File: src/rtl/nx_fifo_pkt_drain.sv
`default_nettype none
// ============================================================================
//  Module      : nx_fifo_pkt_drain
//  Description : Drains an nx_fifo into a registered valid/ready stream using
//                a 2-entry skid buffer. Packets longer than MAX_BEATS are cut
//                with a forced last, and the rest of the packet is discarded.
//  Revision    : 1.0 - initial release
// ============================================================================
module nx_fifo_pkt_drain #(
    parameter int WIDTH     = 71,
    parameter int MAX_BEATS = 64,
    parameter int CNT_W     = 16
) (
    input  logic             clk,
    input  logic             rst,
    input  logic             clear,
    input  logic             fifo_empty,
    input  logic [WIDTH-1:0] fifo_rdata,
    output logic             fifo_ren,
    output logic             out_valid,
    input  logic             out_ready,
    output logic [WIDTH-2:0] out_data,
    output logic             out_last,
    output logic             out_trunc,
    output logic             trunc_pulse,
    output logic [CNT_W-1:0] pkt_count,
    output logic [CNT_W-1:0] drop_count,
    output logic             busy
);

    localparam int                c_BC_W    = $clog2(MAX_BEATS);
    localparam logic [c_BC_W-1:0] c_BC_LAST = c_BC_W'(MAX_BEATS - 1);
    localparam logic [0:0]        c_ST_PASS = 1'b0;
    localparam logic [0:0]        c_ST_DROP = 1'b1;

    logic [0:0]        r_state;
    logic [1:0]        r_occ;
    logic [WIDTH-2:0]  r_head_data;
    logic              r_head_last;
    logic              r_head_trunc;
    logic [WIDTH-2:0]  r_tail_data;
    logic              r_tail_last;
    logic              r_tail_trunc;
    logic [c_BC_W-1:0] r_beat_cnt;
    logic [CNT_W-1:0]  r_pkt_count;
    logic [CNT_W-1:0]  r_drop_count;
    logic              r_trunc_pulse;

    logic w_ren;
    logic w_eop;
    logic w_pass_pop;
    logic w_drop_pop;
    logic w_at_max;
    logic w_new_last;
    logic w_new_trunc;
    logic w_cut;
    logic w_deq;

    // Pop permission depends only on registered state, never on out_ready.
    assign w_ren       = !fifo_empty && !clear && ((r_state == c_ST_DROP) || (r_occ != 2'd2));
    assign w_eop       = fifo_rdata[WIDTH-1];
    assign w_pass_pop  = w_ren && (r_state == c_ST_PASS);
    assign w_drop_pop  = w_ren && (r_state == c_ST_DROP);
    assign w_at_max    = (r_beat_cnt == c_BC_LAST);
    assign w_new_last  = w_eop || w_at_max;
    assign w_new_trunc = !w_eop && w_at_max;
    assign w_cut       = w_pass_pop && w_new_trunc;
    assign w_deq       = (r_occ != 2'd0) && out_ready;

    always_ff @(posedge clk) begin
        if (rst) begin
            r_occ        <= 2'd0;
            r_head_data  <= '0;
            r_head_last  <= 1'b0;
            r_head_trunc <= 1'b0;
            r_tail_data  <= '0;
            r_tail_last  <= 1'b0;
            r_tail_trunc <= 1'b0;
        end else if (clear) begin
            r_occ <= 2'd0;
        end else begin
            case ({w_pass_pop, w_deq})
                2'b10: begin
                    if (r_occ == 2'd0) begin
                        r_head_data  <= fifo_rdata[WIDTH-2:0];
                        r_head_last  <= w_new_last;
                        r_head_trunc <= w_new_trunc;
                    end else begin
                        r_tail_data  <= fifo_rdata[WIDTH-2:0];
                        r_tail_last  <= w_new_last;
                        r_tail_trunc <= w_new_trunc;
                    end
                    r_occ <= r_occ + 2'd1;
                end
                2'b01: begin
                    r_head_data  <= r_tail_data;
                    r_head_last  <= r_tail_last;
                    r_head_trunc <= r_tail_trunc;
                    r_occ        <= r_occ - 2'd1;
                end
                2'b11: begin
                    if (r_occ == 2'd1) begin
                        r_head_data  <= fifo_rdata[WIDTH-2:0];
                        r_head_last  <= w_new_last;
                        r_head_trunc <= w_new_trunc;
                    end else begin
                        r_head_data  <= r_tail_data;
                        r_head_last  <= r_tail_last;
                        r_head_trunc <= r_tail_trunc;
                        r_tail_data  <= fifo_rdata[WIDTH-2:0];
                        r_tail_last  <= w_new_last;
                        r_tail_trunc <= w_new_trunc;
                    end
                end
                default: begin
                end
            endcase
        end
    end

    always_ff @(posedge clk) begin
        if (rst) begin
            r_state       <= c_ST_PASS;
            r_beat_cnt    <= '0;
            r_pkt_count   <= '0;
            r_drop_count  <= '0;
            r_trunc_pulse <= 1'b0;
        end else begin
            r_trunc_pulse <= w_cut;
            if (w_pass_pop && w_new_last && (r_pkt_count != {CNT_W{1'b1}})) begin
                r_pkt_count <= r_pkt_count + 1'b1;
            end
            if (w_drop_pop && (r_drop_count != {CNT_W{1'b1}})) begin
                r_drop_count <= r_drop_count + 1'b1;
            end
            if (clear) begin
                r_state    <= c_ST_PASS;
                r_beat_cnt <= '0;
            end else if (w_pass_pop) begin
                r_beat_cnt <= w_new_last ? '0 : r_beat_cnt + 1'b1;
                if (w_cut) begin
                    r_state <= c_ST_DROP;
                end
            end else if (w_drop_pop && w_eop) begin
                r_state <= c_ST_PASS;
            end
        end
    end

    assign fifo_ren    = w_ren;
    assign out_valid   = (r_occ != 2'd0);
    assign out_data    = r_head_data;
    assign out_last    = r_head_last;
    assign out_trunc   = r_head_trunc;
    assign trunc_pulse = r_trunc_pulse;
    assign pkt_count   = r_pkt_count;
    assign drop_count  = r_drop_count;
    assign busy        = (r_occ != 2'd0) || (r_state == c_ST_DROP);

endmodule
`default_nettype wire

File: config.mk
export PLATFORM = sky130hd
export DESIGN_NAME = nx_fifo_pkt_drain
export DESIGN_NICKNAME = d
export VERILOG_FILES = /design/src/rtl/nx_fifo_pkt_drain.sv
export SDC_FILE = /design/constraint.sdc
export NUM_CORES = 1
export LEC_CHECK = 0
export CORE_MARGIN = 2
export CORE_UTILIZATION = 49
export CTS_CLUSTER_SIZE = 20
export DETAILED_ROUTE_END_ITERATION = 16
export PLACE_DENSITY = 0.78
export SLEW_MARGIN = 20
export SYNTH_ARGS = -nofsm -noshare
export SYNTH_HDL_FRONTEND = slang
export SYNTH_SLANG_ARGS = --single-unit
export TNS_END_PERCENT = 50
File: constraint.sdc
create_clock -name clk -period 3.8 [get_ports clk]
set_clock_uncertainty 0.15 [all_clocks]
set_input_delay 0.76 -clock clk [delete_from_list [all_inputs] [get_ports clk]]
set_output_delay 0.76 -clock clk [all_outputs]
set_load 0.01 [all_outputs]
==> results.tsv, run 1 <==
stage	metric	value	unit
clock_tree	clock buffer depth	2	
sta	Max Clk Rate	311.8	MHz
yosys	XOR/XNOR share of the synthesized area	2.920	%
place	final weighted congestion in routability-driven placement	0.7959	
clock_tree	CTS tree	built	
place	dpl hpwl	12350	um
drt	drt first pass iters	7	
setup_path	WS Path Type	primary input to register	
cells_and_area	post-route cell area	0.01008	sq mm
clock_tree	Worst-path clk slew	0.06	ns
drt	routed vias	7067	
cells_and_area	area delta synth->final	34.42	%
cells_and_area	# diodes	0	
setup_path	CP Max Fanout	38	
floorplan	Die ar.	0.01631	sq mm
grt	number of global-route vias before repair	6363	
sta	Final min period	3.207	ns
status	status	finished, final reports clean	
grt	initial antenna violation count	0	
grt	Global Route met3 Usage	4.674	%
cells_and_area	share of post-route cells with drive strength above 1	5.639	%
grt	met2 GRT Util	37.59	%
clock_tree	worst skew pair latency	0.42	ns
yosys	synth warn	0	
min_path	Hold Crit Start	r_tail_data[24]	
sta	worst rel slew slack	35.47	%
setup_path	Worst setup EP type	register	
yosys	Yosys cell types	41	
floorplan	I/O pin cnt	184	
place	number of placed cells counting well taps	1221	
setup_path	CP max-delay cell	nor2_4	
sta	worst slew pin tran	0.9656	ns
setup_path	CP delay by family, top	simple AND/OR/NAND/NOR gates	
min_path	HP Class	register to register	
drt	DRC Markers	0	
clock_tree	post-cts resize count	0	
floorplan	Die H	127.7	um
setup_path	data arrival time of the worst path	3.40	ns
clock_tree	Setup Buffers After CTS	0	
floorplan	die width	127.7	um
yosys	post-synthesis register bit count	186	
floorplan	Core Region	0.01509	sq mm
yosys	register area share after synthesis	49.66	%
yosys	simple-gate share of the synthesized area	23.78	%
sta	Final Hold Viols	0	
floorplan	Initial Util	49.69	%
sta	setup_tns	0	ns
sta	Slew Limit Fails	0	
yosys	Mapped Cells	902	
drt	wire per inst	15.42	um
yosys	Synth Area in Adders	1.669	%
cells_and_area	FILL cells	1257	
grt	GR Layer Usage met1	30.96	%
yosys	top cell type's share of synthesized area	49.66	%
run	Max-Cap Viols	0	
drt	drt first-iter violations	600	
yosys	Mapped Area	0.007498	sq mm
grt	pin count of the biggest net entering global routing	103	
clock_tree	root buf cell	clkbuf_16	
power	maximum vdd ir drop	0.3011	mV
drt	Vias/cell	5.645	
clock_tree	hold buffers post-CTS	0	
yosys	Avg Cell Area, Syn	8.313	sq um
power	Leakage	3.426	nW
setup_path	crit-path max cell delay	0.74	ns
grt	grt peak-use layer	met2	
setup_path	Critical Path Start Type	primary input	
drt	post-route ant nets	0	
sta	final setup fails	0	
drt	WL final	19310	um
grt	GRT Overall Usage	23.14	%
clock_tree	Num CTS Buffers	17	
sta	fraction of the cycle the final worst path needs	84.39	%
yosys	largest cells by area after synthesis	dfxtp_1 (50%), a221oi_1 (8.5%), nand2_1 (8.2%)	
sta	RSZ-0062 raised after global routing	no	
clock_tree	htree depth	4	
grt	first-pass GRT wire length	30850	um
yosys	largest family of logic cells by synthesized area	simple AND/OR/NAND/NOR gates	
clock_tree	CTS Sinks	186	
setup_path	worst r2r src	r_occ[0]	
floorplan	row cnt	45	
yosys	mux cell area share after synthesis	0.5506	%
yosys	leading area contributor after synthesis	dfxtp_1	
setup_path	Critical path buffers and inverters	3	
place	Area after DPL	0.009508	sq mm
cells_and_area	final-stage net count	1138	
setup_path	cell breakdown of the critical path	clkdlybuf4s50_1 -> or4_4 -> inv_1 -> ha_1 -> a21oi_1 -> nor2_4 -> buf_12 -> a221oi_1 -> nor3_1	
setup_path	Worst setup startpoint	clear	
place	PortBufs	183	
yosys	Synthesized Nets	988	
setup_path	Critical Path RT	3.99	ns
cells_and_area	Finished Layout Cells	1252	
yosys	complex-gate fraction of the synthesized area	17.14	%
power	PwrDens	430.6	mW/mm^2
grt	GR Overflow Total	0	
-- routing by layer --
layer  part of all wire (%)  wire, um  vias up
li1                       -         -     3487
met1                     45      8683     3312
met2                     47      9052      238
met3                    6.2      1194       30
met4                    2.0       382        0
met5                      0         0        -
-- synthesized netlist by cell type --
cell type / count
or3_1: 6
or4_4: 1
ha_1: 10
mux2_2: 1
o41a_1: 1
inv_1: 9
and3_1: 7
nand4_1: 10
or4b_4: 1
and2_1: 2
and4_1: 2
buf_2: 2
xor2_1: 7
o211a_1: 1
nand2_1: 164
nand3_1: 14
nor3b_1: 3
nor2_1: 111
xnor2_1: 18
o21ai_0: 7
mux2i_1: 3
a21o_1: 1
a211oi_1: 13
a211o_1: 1
nor4b_1: 1
or2_2: 1
clkbuf_1: 65
a21oi_1: 83
buf_6: 2
nor4_1: 1
buf_1: 3
o31ai_1: 1
nor2b_1: 4
a221oi_1: 73
a2111oi_0: 2
dfxtp_1: 186
a41o_1: 1
nor3_1: 78
o211ai_1: 1
or4_1: 3
a41oi_1: 2
-- final timing paths --
kind	endpoint	slack [ns]	cells after the start
setup / recovery	out_data[14]	0.59	9
hold / removal	r_tail_data[24]	0.30	2
setup reg to reg	out_data[14]	0.68	10
hold reg to reg	r_tail_data[24]	0.30	2
-- cells by family (layout without fill, tap and decap cells) --
group / after synthesis / after routing
muxes: 4 / 4
buffers and inverters: 81 / 243
adders and majority gates: 10 / 10
AOI/OAI and AO/OA: 187 / 187
xor gates and xnor gates: 25 / 25
and+or+nand+nor: 409 / 409
DFF: 186 / 186
-- cell usage in the layout, fill, tap and decap left out, drive strengths merged, types with 4 or more instances in the layout --
master,count
nand3,14
nor2,111
or4,4
a21oi,83
ha,10
nor3,78
clkdlybuf4s50,182
clkinvlp,4
dfxtp,186
o21ai,7
inv,11
buf,21
clkbuf,22
a221oi,73
and3,7
xnor2,18
nand2,164
a211oi,13
or3,6
nor2b,4
nand4,10
xor2,7
-- worst reg2reg max path, delay by kind of cell (launching register included) --
kind,cells,cell delay (ns)
buf+inv,3,0.48
compound gates,2,0.24
simple gates,3,1.42
flops,1,0.37
fa+ha+maj,2,0.37
-- through the flow --
stage               utilization [%]  power, mW  setup WS (ns)  hold WS [ns]
finish                        66.80      4.340         0.5933        0.3040
global route                  66.80      4.495         0.4522        0.3240
CTS                           66.80      4.370         0.6223        0.3056
detailed placement            63.01      2.685         0.1748        0.2963
global placement              63.01      2.676         0.2407        0.2910
floorplan                         -      2.390         0.6610        0.2861
-- flip-flops by register name, indices dropped and copies added (netlist names) --
signal,flops
r_tail_last,1
r_tail_data,70
out_data,70
trunc_pulse,1
r_beat_cnt,6
r_tail_trunc,1
out_trunc,1
drop_count,16
r_state,1
out_last,1
pkt_count,16
r_occ,2
-- area by class of cell --
type / instances / area [sq um] / area share, %
multi-input cells: 635 / 3470 / 34.42
clock inverters: 9 / 87.58 / 0.8689
inverters: 9 / 33.78 / 0.3352
flip-flops and latches: 186 / 3724 / 36.94
well taps: 188 / 235.2 / 2.334
repair buffers: 203 / 2046 / 20.30
clock buffers: 22 / 484.2 / 4.804
-- power breakdown --
part           switching, mW  internal (mW)
logic                  0.278          0.275
registers             0.0475           2.04
clock network          0.730          0.971
No activity file was read; power rests on OpenSTA's default activity.
==> run 2, diff against run 1 <==
CORE_UTILIZATION = 45   (was 49)
PLACE_DENSITY = 0.76   (was 0.78)
clock period = 2.9 ns   (was 3.8 ns; I/O delays follow)
==> results.tsv, run 2 (synthesis gave the netlist of run 1 again) <==
stage	metric	value	unit	change
status	status	finished, final reports clean		
sta	hold slack	0.3056	ns	+0.001609 ns
place	pre-CTS WS	-0.2203	ns	-0.3951 ns
cells_and_area	FILL cells	1342		+6.8%
power	final total power	5.953	mW	+37%
setup_path	most numerous cell on the critical path	buf_4		
setup_path	crit-path max cell delay	0.53	ns	-0.21 ns
drt	DRC Markers	0		unchanged
place	dpl hpwl	12790	um	+3.5%
setup_path	Worst setup startpoint	r_occ[0]		
cells_and_area	area delta synth->final	41.68	%	
setup_path	worst r2r src	r_occ[0]		
min_path	Hold Crit Start	r_tail_data[63]		
clock_tree	Num CTS Buffers	17		unchanged
drt	Vias/cell	5.460		-3.3%
sta	worst rel slew slack	54.27	%	+19 points
cells_and_area	highest-count cells in the layout ignoring fill and taps	dfxtp_1 (185), clkdlybuf4s50_1 (182), nand2_1 (163)		
place	PortBufs	183		unchanged
min_path	HP Class	register to register		
clock_tree	root buf cell	clkbuf_16		
setup_path	CP Max Fanout	18		-53%
grt	first-pass GRT wire length	32370	um	+4.9%
drt	wire per inst	16.09	um	+4.3%
setup_path	Critical Path Start Type	register		
clock_tree	htree depth	4		unchanged
clock_tree	CTS tree	built		
sta	final setup fails	0		unchanged
grt	pin count of the biggest net entering global routing	91		-12%
drt	post-route ant nets	0		unchanged
sta	fraction of the cycle the final worst path needs	95.00	%	
grt	number of global-route vias before repair	6479		+1.8%
floorplan	row cnt	47		+4.4%
clock_tree	clock buffer depth	2		unchanged
drt	drt first pass iters	7		unchanged
setup_path	data arrival time of the worst path	2.89	ns	-0.51 ns
power	PwrDens	560.3	mW/mm^2	+30%
run	Max-Cap Viols	0		unchanged
cells_and_area	commonest non-fill, non-tap cell in the layout	dfxtp_1		
setup_path	Critical Path RT	3.03	ns	-0.96 ns
clock_tree	Worst-path clk slew	0.07	ns	about the same
floorplan	I/O pin cnt	184		unchanged
floorplan	Die H	133.1	um	+4.2%
cells_and_area	share of post-route cells with drive strength above 1	9.149	%	+3.5 points
cells_and_area	Final Util	64.75	%	-2.0 points
power	maximum vdd ir drop	0.4349	mV	+44%
sta	RSZ-0062 raised after global routing	no		
cells_and_area	final-stage net count	1166		+2.5%
sta	Final Hold Viols	0		unchanged
cells_and_area	# diodes	0		unchanged
floorplan	Core Region	0.01641	sq mm	+8.7%
sta	Slew Limit Fails	0		unchanged
power	Leakage	3.682	nW	+7.5%
grt	GR Overflow Total	0		unchanged
grt	GRT Overall Usage	22.31	%	-0.82 points
setup_path	CP max-delay cell	or4_4		
sta	worst setup margin	0.1450	ns	-0.4483 ns
sta	Final min period	2.755	ns	
drt	WL final	21130	um	+9.4%
setup_path	WS Path Type	register to register		
sta	worst slew pin tran	0.6859	ns	-0.2797 ns
floorplan	Initial Util	45.70	%	-4.0 points
place	final weighted congestion in routability-driven placement	0.8365		+5.1%
drt	routed vias	7169		+1.4%
clock_tree	worst skew pair latency	0.43	ns	about the same
grt	initial antenna violation count	0		unchanged
setup_path	cell breakdown of the critical path	inv_1 -> ha_1 -> or4_4 -> buf_4 -> inv_1 -> ha_1 -> nor2b_2 -> buf_4 -> nor3_2 -> buf_4 -> buf_12 -> nor2_1 -> nor3_1		
drt	drt first-iter violations	548		-8.7%
floorplan	Die ar.	0.01771	sq mm	+8.6%
floorplan	die width	133.1	um	+4.2%
clock_tree	CTS Sinks	186		unchanged
setup_path	Worst setup EP type	register		
sta	Max Clk Rate	363.0	MHz	
## run 2: critical path: cells and delay by family (launching register included)
| family | cells | cell delay [ns] |
|---|---|---|
| AND/OR/NAND/NOR | 5 | 0.96 |
| buffers and inverters | 6 | 0.75 |
| adder cells (fa/ha/maj) | 2 | 0.40 |
| flip-flops | 1 | 0.35 |
## run 2: final cells by class
type / instances / area [sq um] / share of cell area [%]
flip-flops and latches: 186 / 3725 / 35.06
multi-input cells: 635 / 3532 / 33.25
repair buffers: 231 / 2442 / 22.99
clock buffers: 17 / 425.4 / 4.004
well taps: 220 / 275.3 / 2.591
clock inverters: 15 / 190.2 / 1.790
inverters: 9 / 33.78 / 0.3180
## run 2: final timing paths
path,depth (start not counted),slack (ns),endpoint
worst max-delay path,13,0.14,out_data[22]
worst min-delay path,2,0.31,r_tail_data[63]
worst max register to register,13,0.14,out_data[22]
worst min register to register,2,0.31,r_tail_data[63]
## run 2: layer usage
metal	up-vias	wire length, um	global-route usage, %
li1	3534	-	-
met4	0	391	7.049
met2	216	9901	34.80
met5	-	0	0
met1	3382	9441	30.21
met3	37	1392	5.977
## run 2: what timing repair did
item / 4_1_cts / 5_1_grt
buffers inserted: 0 / 3
resized for setup: 0 / 17
hold buffers: 0 / 0
setup endpoints to repair: 0 / 101
## run 2: power by group
part           internal (mW)  switching [mW]  leakage [nW]
clock network           1.38            1.04         0.298
logic                  0.411           0.393          1.87
registers               2.67          0.0650          1.51
total                   4.46            1.49          3.68
## run 2: metrics by stage
stage                     area [sq um]  TNS (ns)  instances
after global routing             10620         0       1313
after CTS                        10400         0       1305
after detailed placement          9786    -19.83       1273
after floorplan                   7510         0        902
after global placement            9786    -16.17       1273
final                            10620         0       1313
